[src/rtl/fetch_defs.sv]
// Shared fetch-stage definitions: default widths, FSM encodings and last ROM address.
// Optional behaviour is selected with the FETCH_WRAP_EN macro in instruction_fetch.
package fetch_defs;

  localparam int DEF_ADDR_W = 3;
  localparam int DEF_INST_W = 16;

  localparam logic [DEF_ADDR_W-1:0] LAST_ADDR = '1;

  typedef enum logic [1:0] {
    FETCH = 2'd0,
    DONE  = 2'd1,
    HALT  = 2'd2
  } fetch_state_e;

endpackage

[src/rtl/instruction_fetch_if.sv]
// Fetch-to-decode handshake bundle: registered instruction, its pc, valid/ready.
// The master modport is the fetch stage, the slave modport is decode.
interface instruction_fetch_if
  import fetch_defs::*;
#(
  parameter int ADDR_W = DEF_ADDR_W,
  parameter int INST_W = DEF_INST_W
);

  logic [INST_W-1:0] inst_out;
  logic [ADDR_W-1:0] inst_pc;
  logic              inst_valid;
  logic              inst_ready;

  modport master (
    output inst_out,
    output inst_pc,
    output inst_valid,
    input  inst_ready
  );

  modport slave (
    input  inst_out,
    input  inst_pc,
    input  inst_valid,
    output inst_ready
  );

endinterface

[src/rtl/fetch_pc.sv]
// Program counter: load has priority over increment, otherwise hold.
// Arithmetic wraps modulo 2**ADDR_W; last_o flags the final ROM word.
module fetch_pc #(
  parameter int ADDR_W = 3
) (
  input  logic              clk,
  input  logic              rst,
  input  logic              load_i,
  input  logic [ADDR_W-1:0] load_addr_i,
  input  logic              inc_i,
  output logic [ADDR_W-1:0] pc_o,
  output logic              last_o
);

  logic [ADDR_W-1:0] pc_q;
  logic [ADDR_W-1:0] pc_d;

  always_comb begin
    pc_d = pc_q;
    if (load_i)
      pc_d = load_addr_i;
    else if (inc_i)
      pc_d = pc_q + ADDR_W'(1);
  end

  always_ff @(posedge clk or posedge rst) begin
    if (rst)
      pc_q <= '0;
    else
      pc_q <= pc_d;
  end

  assign pc_o   = pc_q;
  assign last_o = (pc_q == {ADDR_W{1'b1}});

endmodule

[src/rtl/instruction_fetch.sv]
// Fetch stage: pc, ROM address, registered instruction on a valid/ready handshake.
// FETCH_WRAP_EN: pc wraps after the last word and the stage never halts.
module instruction_fetch
  import fetch_defs::*;
#(
  parameter int ADDR_W = DEF_ADDR_W,
  parameter int INST_W = DEF_INST_W
) (
  input  logic                clk,
  input  logic                rst,
  output logic [ADDR_W-1:0]   rom_addr,
  input  logic [INST_W-1:0]   rom_inst,
  instruction_fetch_if.master dec,
  input  logic                redirect_en,
  input  logic [ADDR_W-1:0]   redirect_addr,
  output logic                halted
);

  fetch_state_e      state_q, state_d;
  logic [INST_W-1:0] inst_out_q, inst_out_d;
  logic [ADDR_W-1:0] inst_pc_q, inst_pc_d;
  logic              valid_q, valid_d;
  logic              halted_q, halted_d;

  logic [ADDR_W-1:0] pc;
  logic              pc_last;
  logic              pc_load;
  logic              pc_inc;
  logic              accept;
  logic              slot_free;

  fetch_pc #(
    .ADDR_W (ADDR_W)
  ) u_pc (
    .clk         (clk),
    .rst         (rst),
    .load_i      (pc_load),
    .load_addr_i (redirect_addr),
    .inc_i       (pc_inc),
    .pc_o        (pc),
    .last_o      (pc_last)
  );

  assign accept    = valid_q & dec.inst_ready;
  assign slot_free = ~valid_q | accept;

  always_comb begin
    state_d    = state_q;
    inst_out_d = inst_out_q;
    inst_pc_d  = inst_pc_q;
    valid_d    = valid_q;
    halted_d   = halted_q;
    pc_load    = 1'b0;
    pc_inc     = 1'b0;
    // Redirect flushes the output register and beats any capture/accept.
    if (redirect_en) begin
      pc_load  = 1'b1;
      valid_d  = 1'b0;
      halted_d = 1'b0;
      state_d  = FETCH;
    end else begin
      case (state_q)
        FETCH: begin
          if (slot_free) begin
            inst_out_d = rom_inst;
            inst_pc_d  = pc;
            valid_d    = 1'b1;
`ifdef FETCH_WRAP_EN
            pc_inc     = 1'b1;
`else
            if (pc_last)
              state_d  = DONE;
            else
              pc_inc   = 1'b1;
`endif
          end
        end
        DONE: begin
          if (accept) begin
            valid_d  = 1'b0;
            halted_d = 1'b1;
            state_d  = HALT;
          end
        end
        HALT: begin
          valid_d  = 1'b0;
          halted_d = 1'b1;
        end
        default: begin
          state_d = FETCH;
        end
      endcase
    end
  end

  always_ff @(posedge clk or posedge rst) begin
    if (rst) begin
      state_q    <= FETCH;
      inst_out_q <= '0;
      inst_pc_q  <= '0;
      valid_q    <= 1'b0;
      halted_q   <= 1'b0;
    end else begin
      state_q    <= state_d;
      inst_out_q <= inst_out_d;
      inst_pc_q  <= inst_pc_d;
      valid_q    <= valid_d;
      halted_q   <= halted_d;
    end
  end

  assign rom_addr       = pc;
  assign dec.inst_out   = inst_out_q;
  assign dec.inst_pc    = inst_pc_q;
  assign dec.inst_valid = valid_q;
  assign halted         = halted_q;

endmodule

[src/flat_wrapper.sv]
// flat-port wrapper written by rule: the top's interface ports become plain ports
module instruction_fetch_flat import fetch_defs::*;
#(
  parameter int ADDR_W = DEF_ADDR_W,
  parameter int INST_W = DEF_INST_W
)
  (clk, rst, rom_addr, rom_inst, redirect_en, redirect_addr, halted, dec_inst_out, dec_inst_pc, dec_inst_valid, dec_inst_ready);
  instruction_fetch_if #(.ADDR_W(ADDR_W), .INST_W(INST_W)) dec_i ();
  input  logic clk;
  input  logic rst;
  output logic [ADDR_W-1:0] rom_addr;
  input  logic [INST_W-1:0] rom_inst;
  input  logic redirect_en;
  input  logic [ADDR_W-1:0] redirect_addr;
  output logic halted;
  output wire logic [$bits(dec_i.inst_out)-1:0] dec_inst_out;
  output wire logic [$bits(dec_i.inst_pc)-1:0] dec_inst_pc;
  output wire logic [$bits(dec_i.inst_valid)-1:0] dec_inst_valid;
  input wire logic [$bits(dec_i.inst_ready)-1:0] dec_inst_ready;
  assign dec_inst_out = dec_i.inst_out;
  assign dec_inst_pc = dec_i.inst_pc;
  assign dec_inst_valid = dec_i.inst_valid;
  assign dec_i.inst_ready = dec_inst_ready;
  instruction_fetch #(.ADDR_W(ADDR_W), .INST_W(INST_W)) u_core (.clk(clk), .rst(rst), .rom_addr(rom_addr), .rom_inst(rom_inst), .dec(dec_i), .redirect_en(redirect_en), .redirect_addr(redirect_addr), .halted(halted));
endmodule
[config.mk]
export PLATFORM = sky130hd
export DESIGN_NAME = instruction_fetch_flat
export DESIGN_NICKNAME = d
export VERILOG_FILES = /design/src/rtl/fetch_defs.sv /design/src/rtl/instruction_fetch_if.sv /design/src/rtl/fetch_pc.sv /design/src/rtl/instruction_fetch.sv /design/src/flat_wrapper.sv
export SDC_FILE = /design/constraint.sdc
export NUM_CORES = 1
export LEC_CHECK = 0
export BUFFER_PORTS_ARGS = -buffer_cell sky130_fd_sc_hd__buf_2
export CAP_MARGIN = 10
export CORE_MARGIN = 4
export CORE_UTILIZATION = 47
export CTS_CLUSTER_DIAMETER = 80
export DETAILED_ROUTE_END_ITERATION = 6
export PLACE_DENSITY = 0.84
export SYNTH_ARGS = -nofsm -noshare
export SYNTH_HDL_FRONTEND = slang
export SYNTH_SLANG_ARGS = --single-unit
[constraint.sdc]
create_clock -name clk -period 2.2 [get_ports clk]
set_clock_uncertainty 0.1 [all_clocks]
set_input_delay 0 -clock clk [delete_from_list [all_inputs] [get_ports clk]]
set_output_delay 0 -clock clk [all_outputs]
set_load 0.05 [all_outputs]
==> impl_metrics.json <==
{
  "status": "complete, no violations",
  "grt_antenna_before_repair": 0,
  "p_leak_nw": 0.881,
  "utilization": 0.726,
  "pwr_density_cell_nw_per_um2": 1630,
  "first_global_vias": 1050,
  "fin_ws_ns": 0.233,
  "synth_edf_count": 0,
  "drive_gt1_frac": 0.457,
  "core-area_um2": 2480,
  "regToRegEndpoint": "u_core.halted",
  "gp_congestion": 0.774,
  "start_kind": "flip-flop",
  "yosys.cell_types.count": 24,
  "fin_tns_setup_ns": 0,
  "dpl.cell_count": 162,
  "tightestPinTransition_ns": 0.936,
  "synth_area_leader_cell": "dfrtp_1",
  "final_hold_viol_count": 0,
  "top_layer_used": "met4",
  "vias_per_cell": 5.03,
  "clock-sinks": 26,
  "ys.flop_type": "dfrtp_1",
  "routedWlPerCell_um": 16.0,
  "path_class": "flip-flop to flip-flop",
  "required_ns": 2.32,
  "crit_path_start": "u_core.state_q[0]",
  "syn_area_per_cell_um2": 14.0,
  "period_needed_ns": 1.97,
  "vias": 965,
  "synthDominantCellAreaShare": 0.528,
  "cts_tree": "yes",
  "clk_pin_slew_worst_paths_ns": 0.15,
  "relSlewSlack": 0.375,
  "placed_area_um2": 1490,
  "dieArea_um2": 3500,
  "dr.pass1.iters": 4,
  "io_pins": 47,
  "max-clock-path-buffers": 2,
  "htreeDepth": 1,
  "arrival_ns": 2.09,
  "syn-cell-area_um2": 1230,
  "root_buffer": "clkbuf_4",
  "maxCapViolCount": 0,
  "wl_met1_mm": 1.10,
  "die_y_um": 59.2,
  "crit_end": "u_core.halted",
  "hold_path.class": "primary input to asynchronous set/reset pin",
  "area_growth_pct": 46.1,
  "hpwlAfterDp_mm": 1.95,
  "grtUsageTotal": 0.194,
  "reg2reg_from": "u_core.state_q[0]",
  "fp.dieW_um": 59.2,
  "setup_viol": 0,
  "final_cells": 192,
  "ys_ff_latch": 26,
  "whs_ns": 0.305,
  "path_max_fanout": 4,
  "seq_area_frac_synth": 0.528,
  "r2r_slack_ns": 0.23,
  "rsz0062_at_grt": "false",
  "clk_latency_ns": 0.34,
  "grt_pass1_wl_mm": 4.97,
  "portBuffers": 46,
  "synthCells": 88,
  "wl_met2_mm": 1.78,
  "gr-total-overflow": 0,
  "synthTopCellsByArea": "dfrtp_1 (53%), mux2_4 (12%), mux2_2 (8.2%)",
  "start_util": 0.497,
  "async_reset_ff_frac": 1.00,
  "max_clock_freq_ghz": 0.508,
  "synthesis.nets": 118,
  "stdcell_area_um2": 1800,
  "ant_nets": 0,
  "diodes": 0,
  "drc_errors": 0,
  "ctsResizeCount": 0,
  "vdd_drop_max_mv": 1.09,
  "drv_slew": 0,
  "grt_max_degree": 27,
  "fin_crit_sh": 0.894,
  "place_ws_ns": 0.303,
  "first_iter_violations": 23,
  "numCtsBuffers": 3,
  "met3WireLength_um": 158,
  "reg2regPathDepth": 6,
  "synth.most_common_cell": "dfrtp_1",
  "endpoint_kind": "flip-flop",
  "synth_common_cells": "dfrtp_1 (26), mux2_4 (10), mux2_2 (9), ha_1 (7)",
  "power_mw": 2.94,
  "synth-warning-count": 0,
  "wirelength_mm": 3.08,
  "rows": 18,
  "fin_nets": 193
}
area by class of cell:
| class | instances | area, um^2 |
|---|---|---|
| fillers | 170 | 678 |
| clock buffers | 3 | 22.5 |
| well taps | 30 | 37.5 |
| inverters | 4 | 15.0 |
| repair buffers | 73 | 498 |
| multi-input cells | 55 | 546 |
| clock inverters | 1 | 30.0 |
| flip-flops and latches | 26 | 651 |
timing repair:
item | 4_1_cts | 5_1_grt
buffers inserted | 0 | 0
hold buffers | 26 | 0
hold endpoints to repair | 46 | 0
per-layer routing:
layer / up-vias / GRT usage
li1: 455 / -
met1: 470 / 0.198
met2: 35 / 0.385
met3: 5 / 0.0305
met4: 0 / 0.0680
met5: - / 0
sequential cells by signal, summed over array words and instances (netlist names):
name and cells:
u_core.dec.inst_out 16, u_core.halted 1, u_core.dec.inst_pc 3, u_core.dec.inst_valid 1
u_core.state_q 2, u_core.u_pc.pc_o 3
report_power, final:
part	leakage (nW)	total [mW]	switching (mW)	internal (mW)
Sequential	0.313	0.853	0.151	0.703
Combinational	0.540	1.75	1.17	0.581
Clock	0.0279	0.333	0.149	0.185
critical path: stages, from the launching register on:
cell and delay, ns:
dfrtp_1 0.43, inv_1 0.10, ha_1 0.22, nor2b_1 0.13
a311oi_1 0.24, nor2_1 0.06, dlygate4sd3_1 0.57
layout by cell type (no fill, tap or decap):
cell / instances
buf_2: 46
dlygate4sd3_1: 26
dfrtp_1: 26
mux2_4: 10
mux2_2: 9
ha_1: 7
inv_1: 4
nor2_1: 4
nand2_1: 4
a21oi_1: 3
o21ai_0: 3
clkbuf_4: 3
mux2i_1: 2
nor2b_4: 1
nor3b_4: 1
a211oi_1: 1
nand3b_1: 1
o21ba_2: 1
o22ai_1: 1
nand2b_1: 1
nor3b_2: 1
xnor2_1: 1
nor2b_1: 1
a311oi_1: 1
nand4bb_1: 1
o311ai_0: 1
bufinv_16: 1
buf_4: 1
logic make-up (layout without fill, tap and decap cells):
group / count (synthesis) / count (layout) / synth area share
flip-flops: 26 / 26 / 0.528
multiplexers: 21 / 21 / 0.221
AND/OR/NAND/NOR: 15 / 15 / 0.0813
AO/OA/AOI/OAI: 11 / 11 / 0.0579
adder cells (fa/ha/maj): 7 / 7 / 0.0711
buffers and inverters: 7 / 81 / 0.0335
XOR/XNOR: 1 / 1 / 0.00712
worst min-delay path by stage:
| stage | slack, ns | endpoint |
|---|---|---|
| floorplan | -0.06 | u_core.dec.inst_out[0] |
| detailed placement | 0.11 | u_core.u_pc.pc_o[2] |
| global route | 0.33 | u_core.dec.inst_out[5] |
| CTS | 0.32 | u_core.dec.inst_out[4] |
| global placement | 0.11 | u_core.u_pc.pc_o[2] |
| finish | 0.30 | u_core.dec.inst_out[11] |
(Power assumes the default switching activity.)
